<file path="src/rtl/counter_share_ctrl.sv">
// Round-robin sequencer for one shared W-bit up-counter serving two requesters.
// The winner's start/terminal values are latched at grant; done/abort pulse once on completion.
module counter_share_ctrl #(
    parameter int W = 3
) (
    input  logic           clk,
    input  logic           reset,
    input  logic [1:0]     req,
    input  logic [2*W-1:0] load_val,
    input  logic [2*W-1:0] limit,
    input  logic           hold,
    output logic [1:0]     grant,
    output logic           busy,
    output logic [W-1:0]   count,
    output logic [1:0]     done,
    output logic [1:0]     abort
);

    typedef enum logic [1:0] {IDLE, RUN, PAUSE} state_t;

    state_t         state_q, state_d;
    logic [W-1:0]   count_q, count_d;
    logic [W-1:0]   lim_q, lim_d;
    logic [1:0]     grant_q, grant_d;
    logic [1:0]     done_q, done_d;
    logic [1:0]     abort_q, abort_d;
    logic           src_q, src_d;
    logic           last_q, last_d;
    logic           win;
    logic [1:0]     src_onehot;

    logic [W-1:0]   load_arr  [2];
    logic [W-1:0]   limit_arr [2];

    generate
        for (genvar gi = 0; gi < 2; gi++) begin : g_slice
            assign load_arr[gi]  = load_val[gi*W +: W];
            assign limit_arr[gi] = limit[gi*W +: W];
        end
    endgenerate

    assign src_onehot = src_q ? 2'b10 : 2'b01;

    always_comb begin
        state_d = state_q;
        count_d = count_q;
        lim_d   = lim_q;
        grant_d = grant_q;
        src_d   = src_q;
        last_d  = last_q;
        done_d  = 2'b00;
        abort_d = 2'b00;
        // On a tie the requester that was not served last wins.
        win     = (req == 2'b11) ? ~last_q : req[1];

        case (state_q)
            IDLE: begin
                if (req != 2'b00) begin
                    grant_d = win ? 2'b10 : 2'b01;
                    count_d = load_arr[win];
                    lim_d   = limit_arr[win];
                    src_d   = win;
                    state_d = RUN;
                end
            end
            RUN: begin
                if (!req[src_q]) begin
                    abort_d = src_onehot;
                    grant_d = 2'b00;
                    last_d  = src_q;
                    state_d = IDLE;
                end else if (count_q == lim_q) begin
                    done_d  = src_onehot;
                    grant_d = 2'b00;
                    last_d  = src_q;
                    state_d = IDLE;
                end else if (hold) begin
                    state_d = PAUSE;
                end else begin
                    count_d = count_q + 1'b1;
                end
            end
            PAUSE: begin
                if (!req[src_q]) begin
                    abort_d = src_onehot;
                    grant_d = 2'b00;
                    last_d  = src_q;
                    state_d = IDLE;
                end else if (!hold) begin
                    state_d = RUN;
                end
            end
            default: begin
                state_d = IDLE;
                grant_d = 2'b00;
            end
        endcase
    end

    always_ff @(posedge clk or negedge reset) begin
        if (!reset) begin
            state_q <= IDLE;
            count_q <= '0;
            lim_q   <= '0;
            grant_q <= 2'b00;
            done_q  <= 2'b00;
            abort_q <= 2'b00;
            src_q   <= 1'b0;
            last_q  <= 1'b1;
        end else begin
            state_q <= state_d;
            count_q <= count_d;
            lim_q   <= lim_d;
            grant_q <= grant_d;
            done_q  <= done_d;
            abort_q <= abort_d;
            src_q   <= src_d;
            last_q  <= last_d;
        end
    end

    assign grant = grant_q;
    assign busy  = (state_q != IDLE);
    assign count = count_q;
    assign done  = done_q;
    assign abort = abort_q;

endmodule

</file>
<file path="config.mk">
export PLATFORM = sky130hd
export DESIGN_NAME = counter_share_ctrl
export DESIGN_NICKNAME = d
export VERILOG_FILES = /design/src/rtl/counter_share_ctrl.sv
export SDC_FILE = /design/constraint.sdc
export NUM_CORES = 1
export LEC_CHECK = 0
export CORE_MARGIN = 3
export CORE_UTILIZATION = 41
export DETAILED_ROUTE_END_ITERATION = 16
export PLACE_DENSITY = 0.73
export SYNTH_ARGS = -nofsm -noshare
export SYNTH_HDL_FRONTEND = slang
export SYNTH_SLANG_ARGS = --single-unit
</file>
<file path="constraint.sdc">
create_clock -name clk -period 1.7 [get_ports clk]
set_clock_uncertainty 0.15 [all_clocks]
set_input_delay 0.34 -clock clk [delete_from_list [all_inputs] [get_ports clk]]
set_output_delay 0.34 -clock clk [all_outputs]
set_load 0.01 [all_outputs]
</file>
# [After elaboration in Yosys (flattened, before gate mapping)]
# Index checks and enable logic that the tools add are counted.
# Widths: inputs -> output; s select.
[totals] register_bits=16 latch_bits=0 ram_bits=0 mem_bits_ro=0 in_bits=17 output_inout_bits=10 wordCells=73 n_memories=0
[op_classes] addsub=1 n_mul=0 n_div=0 order_cmp=2 n_eq_ne=12 shift=0 n_mux=37 bitwise_logic=2 n_reduce_logical=11
[ops] op="$mux 2" n=17
[ops] op="$mux 3" n=10
[ops] op="$pmux 2 s3" n=2
[ops] op="$ne 2x2->1 const B" n=5
[ops] op="$reduce_and 3->1" n=3
[ops] op="$reduce_bool 2->1" n=4
[ops] op="$mux 1" n=6
[ops] op="$ne 3x3->1 const B" n=2
[ops] op="$pmux 3 s2" n=1
[ops] op="$reduce_and 5->1" n=1
[ops] op="$eq 2x2->1 const B" n=2
[ops] op="$ne 4x4->1 const B" n=1
[ops] op="$add 3x1->3 const B" n=1
[ops] op="$eq 3x3->1" n=1
[ops] op="$eq 2x1->1 const B" n=1
[ops] op="$ge 2x2->1 const B" n=1
[ops] op="$logic_not 2->1" n=1
[ops] op="$lt 1x2->1 const B" n=1
[ops] op="$not 1->2" n=1
[ops] op="$pmux 1 s2" n=1
[ops] op="$reduce_and 2->1" n=1
[ops] op="$reduce_or 2->1" n=1
[ops] op="$not 1->1" n=1

# [Logic depth before layout (Yosys ltp)]
[logic_depth] word_depth=8 ltp_mapped=7 ltp_nobuf=7

# [Worst setup path after synthesis]
# OpenSTA, ideal clock, no wires.
[synth_timing] path_type="flip-flop to flip-flop" from="register state_q[1]" to="register count_q[0] (netlist: count[0])" setup_ns=0.125 t_arrival_ns=1.590 required_ns=1.425 slack_ns=-0.165 stages_incl_launch_ff=7 n_path_buf=0 period_less_slack_ns=1.865 cell_sequence="dfrtp_1 > inv_1 > ha_1 > inv_1 > nor3_1 > o32ai_2 > mux2_2"
[synth_between] elab_chain_len=3 word_cells_on_any_way=9 classes_between="5 x eq/ne; 1 x mux; 3 x reduce/logical"
[synth_rtl] item="start, declared" line="21" rtl="state_t state_q, state_d;"
[synth_rtl] item="start signal, assigned" line="111" rtl="state_q <= state_d;"
[synth_rtl] item="$eq 2x1->1 or $logic_not 2->1 (tied branches)" line="56" rtl="case (state_q)"
[synth_rtl] item="$ne 2x2->1 (no line) or $reduce_bool 2->1 (tied branches)"
[synth_rtl] item="$reduce_and 5->1 (no line)"
[synth_rtl] item="end signal, assigned" line="112" rtl="count_q <= count_d;"
[synth_rtl] item="end, declared" line="22" rtl="logic [W-1:0] count_q, count_d;"
# Parallel ways exist; a longest one is shown, timed or not.
# A chain may end at the register's enable or synchronous reset.

# [Final worst setup path]
[layout_timing] from="register lim_q[1]" to="register last_q"
[layout_between] elab_chain_len=3
[layout_rtl] item="start, declared" line="23" rtl="logic [W-1:0] lim_q, lim_d;"
[layout_rtl] item="start signal, assigned" line="113" rtl="lim_q <= lim_d;"
[layout_rtl] item="$eq 3x3->1" line="72" rtl="end else if (count_q == lim_q) begin"
[layout_rtl] item="$ne 3x3->1 (no line)"
[layout_rtl] item="$reduce_and 3->1 (no line)"
[layout_rtl] item="end signal, assigned" line="118" rtl="last_q <= last_d;"
[layout_rtl] item="end, declared" line="28" rtl="logic last_q, last_d;"
# Every way passes these cells.

==> results.ini <==
[job]
drv_cap = 0

[sta]
slew_headroom = 0.758
finalHoldViolCount = 0
worst_pin_slew_ns = 0.363
rsz0062_at_grt = true
final.min_clock_period_ns = 1.79
fmax_ghz = 0.559
setup_ws_ns = -0.0900
final-setup-viol-count = 6
drv_slew = 0
fin_crit_sh = 1.05

[synth]
synth_area_leader_cell = dfrtp_1
synth_mux_area_frac = 0.131
synth_nets = 107
synth_compound_gate_area_share = 0.175
synth.most_common_cell = dfrtp_1
synth-simple-area-share = 0.143
synth.top_cells.by_area = dfrtp_1, mux2i_1, ha_1
syn_inst = 85
ys_async_sr_fraction = 1.00
syn_area_um2 = 935
yosysWarnings = 0
seq_area_frac_synth = 0.430
synth_fa_ha_area_frac = 0.0669
synth.top_cell.area_share = 0.402
ys.flop_type = dfrtp_1
synth-seq-cells = 16
synth_top_family_by_area = compound AO/OA/AOI/OAI gates
synth_edf_count = 0
synth_common_cells = dfrtp_1, nand2_1, mux2i_1
syn_area_per_cell_um2 = 11.0
synth_xor_area_frac = 0.0281
synth_cell_type_count = 34

[clock_tree]
worstSkewPairLatency_ns = 0.29
cts_root_buf = clkbuf_4
htree_levels = 1
path_clk_slew_ns = 0.10
tritoncts = built
clock-sinks = 16
clock_path_buffers = 2
cts_buffers = 3

[run_status]
status = finished with violations
violations = setup timing

[worst_setup_path]
required_ns = 1.78
worstSetupPathType = flop to flop
critPathMaxFanout = 3
critPathCaptureType = flop
cp_data_arrival_time_ns = 1.87
crit_path_start_kind = flop

[pwr]
pwr-share-clk = 0.090
power_frac_comb = 0.669
p_leak_nw = 0.759
p_switching_mw = 1.11
p_int_mw = 1.72
p_total_mw = 2.82
ir_worst_vdd_uv = 1110
power_density_nw_per_um2 = 1810
p_seq_frac = 0.240
sw_frac_of_total = 0.392

[placed_design]
dp_hpwl_mm = 1.76
gp_congestion = 0.807
portBuffers = 26
pre_cts_ws_ns = -0.430

[floorplanning]
coreArea_um2 = 2060
initial_core_util = 0.453
rows = 16
io_pins = 27
die_height_um = 53.7
die_area_um2 = 2890
fp.dieW_um = 53.7

[layout]
drive_above_1_share = 0.414
nNetsFinal = 163
antenna-diode-count = 0
syn_to_final_growth_pct = 67.2

[global_routing]
grt_max_degree = 17
first_global_vias = 940
use_met1 = 0.231
grt_use_met2 = 0.359
grt_pass1_wl_mm = 4.13
antenna_found_initial = 0
grt.met3_usage = 0.0526
grt.busiest_layer = met2
grtUsageTotal = 0.202
overflow = 0

[route]
wl_mm = 2.48
vias = 864
drc = 0
vias_per_cell = 5.17
avgRoutedWirePerCell_um = 14.9
ant_nets = 0
drt-initial-drc-count = 13
dr.pass1.iters = 4

[hold_path]
hold_class = input pin to async pin

[worst paths after layout]
path | startpoint | end | slack, ns | depth (start not counted)
setup / recovery | lim_q[1]$_DFFE_PN0P_ | last_q$_DFFE_PN1P_ | -0.09 | 5
hold / removal | reset | count[0]$_DFFE_PN0P_ | 0.22 | 2
setup reg to reg | lim_q[1]$_DFFE_PN0P_ | last_q$_DFFE_PN1P_ | -0.09 | 5
hold reg to reg | grant[1]$_DFFE_PN0P_ | grant[1]$_DFFE_PN0P_ | 0.37 | 1
max in group asynchronous | reset | last_q$_DFFE_PN1P_ | 0.93 | 2
min in group clk | req[1] | abort[1]$_DFF_PN0_ | 0.34 | 3
[layout make-up]
cell class	count	area (um^2)
Multi-Input combinational cell	64	608
Fill cell	153	499
Timing Repair Buffer	53	464
Sequential cell	16	404
Clock buffer	4	36.3
Tap cell	27	33.8
Inverter	3	16.3
[worst max-delay path, cell delays in order, from the launching register on]
cell,delay [ns]
dfrtp_1,0.42
xor2_2,0.20
o311ai_4,0.30
a21boi_4,0.28
nand2_2,0.09
mux2_4,0.30
[layer usage]
| metal | vias to the layer above | routed length (um) |
|---|---|---|
| met3 | 7 | 99 |
| li1 | 408 | - |
| met5 | - | 0 |
| met4 | 0 | 44 |
| met1 | 428 | 1060 |
| met2 | 21 | 1270 |
[placed cells by master (no fill, tap or decap), types with 2 or more instances in the layout]
master           instances
buf_4                   26
clkdlybuf4s50_1         17
dfrtp_1                 13
nand2_1                  9
mux2i_1                  7
nor2_1                   4
o21ai_0                  4
mux2_4                   4
dlygate4sd2_1            4
xor2_2                   3
nand2_2                  3
a22o_1                   3
ha_1                     3
clkbuf_4                 3
dlymetal6s2s_1           3
inv_2                    2
nor3b_1                  2
ha_4                     2
dfrtp_2                  2
[state kept, by name (all words and copies together) (netlist names)]
| signal | cells |
|---|---|
| abort | 2 |
| count | 3 |
| done | 2 |
| grant | 2 |
| last_q | 1 |
| lim_q | 3 |
| src_q | 1 |
| state_q | 2 |
[power by group through the flow]
stage / Combinational (mW) / Clock [mW] / Sequential, mW
global route: 2.04 / 0.282 / 0.701
global placement: 1.64 / 0 / 0.676
CTS: 1.78 / 0.263 / 0.680
floorplan: 1.01 / 0 / 0.733
finish: 1.89 / 0.255 / 0.678
detailed placement: 1.66 / 0 / 0.682
[cells by family after synthesis]
group	after synthesis
XOR/XNOR	3
buffers and inverters	5
AO/OA/AOI/OAI	18
flip-flops	16
multiplexers	11
adder cells (fa/ha/maj)	5
AND/OR/NAND/NOR	27
[metrics by stage]
stage                     utilization  hold WS, ns  area (um^2)  setup TNS, ns  std cells
after global routing            0.758        0.225         1560         -0.859        167
after global placement          0.690        0.334         1420          -3.24        156
final                           0.758        0.217         1560         -0.328        167
after floorplan                     -       -0.106          997         -0.262         85
after CTS                       0.737        0.214         1520         -0.446        165
after detailed placement        0.690        0.344         1420          -3.79        156
[timing repair]
action,in CTS,in global routing
hold buffers,0,0
setup endpoints to repair,11,13
buffers inserted,5,2
pin swaps,2,5
resized for setup,13,14
No activity file was read; power rests on OpenSTA's default activity.
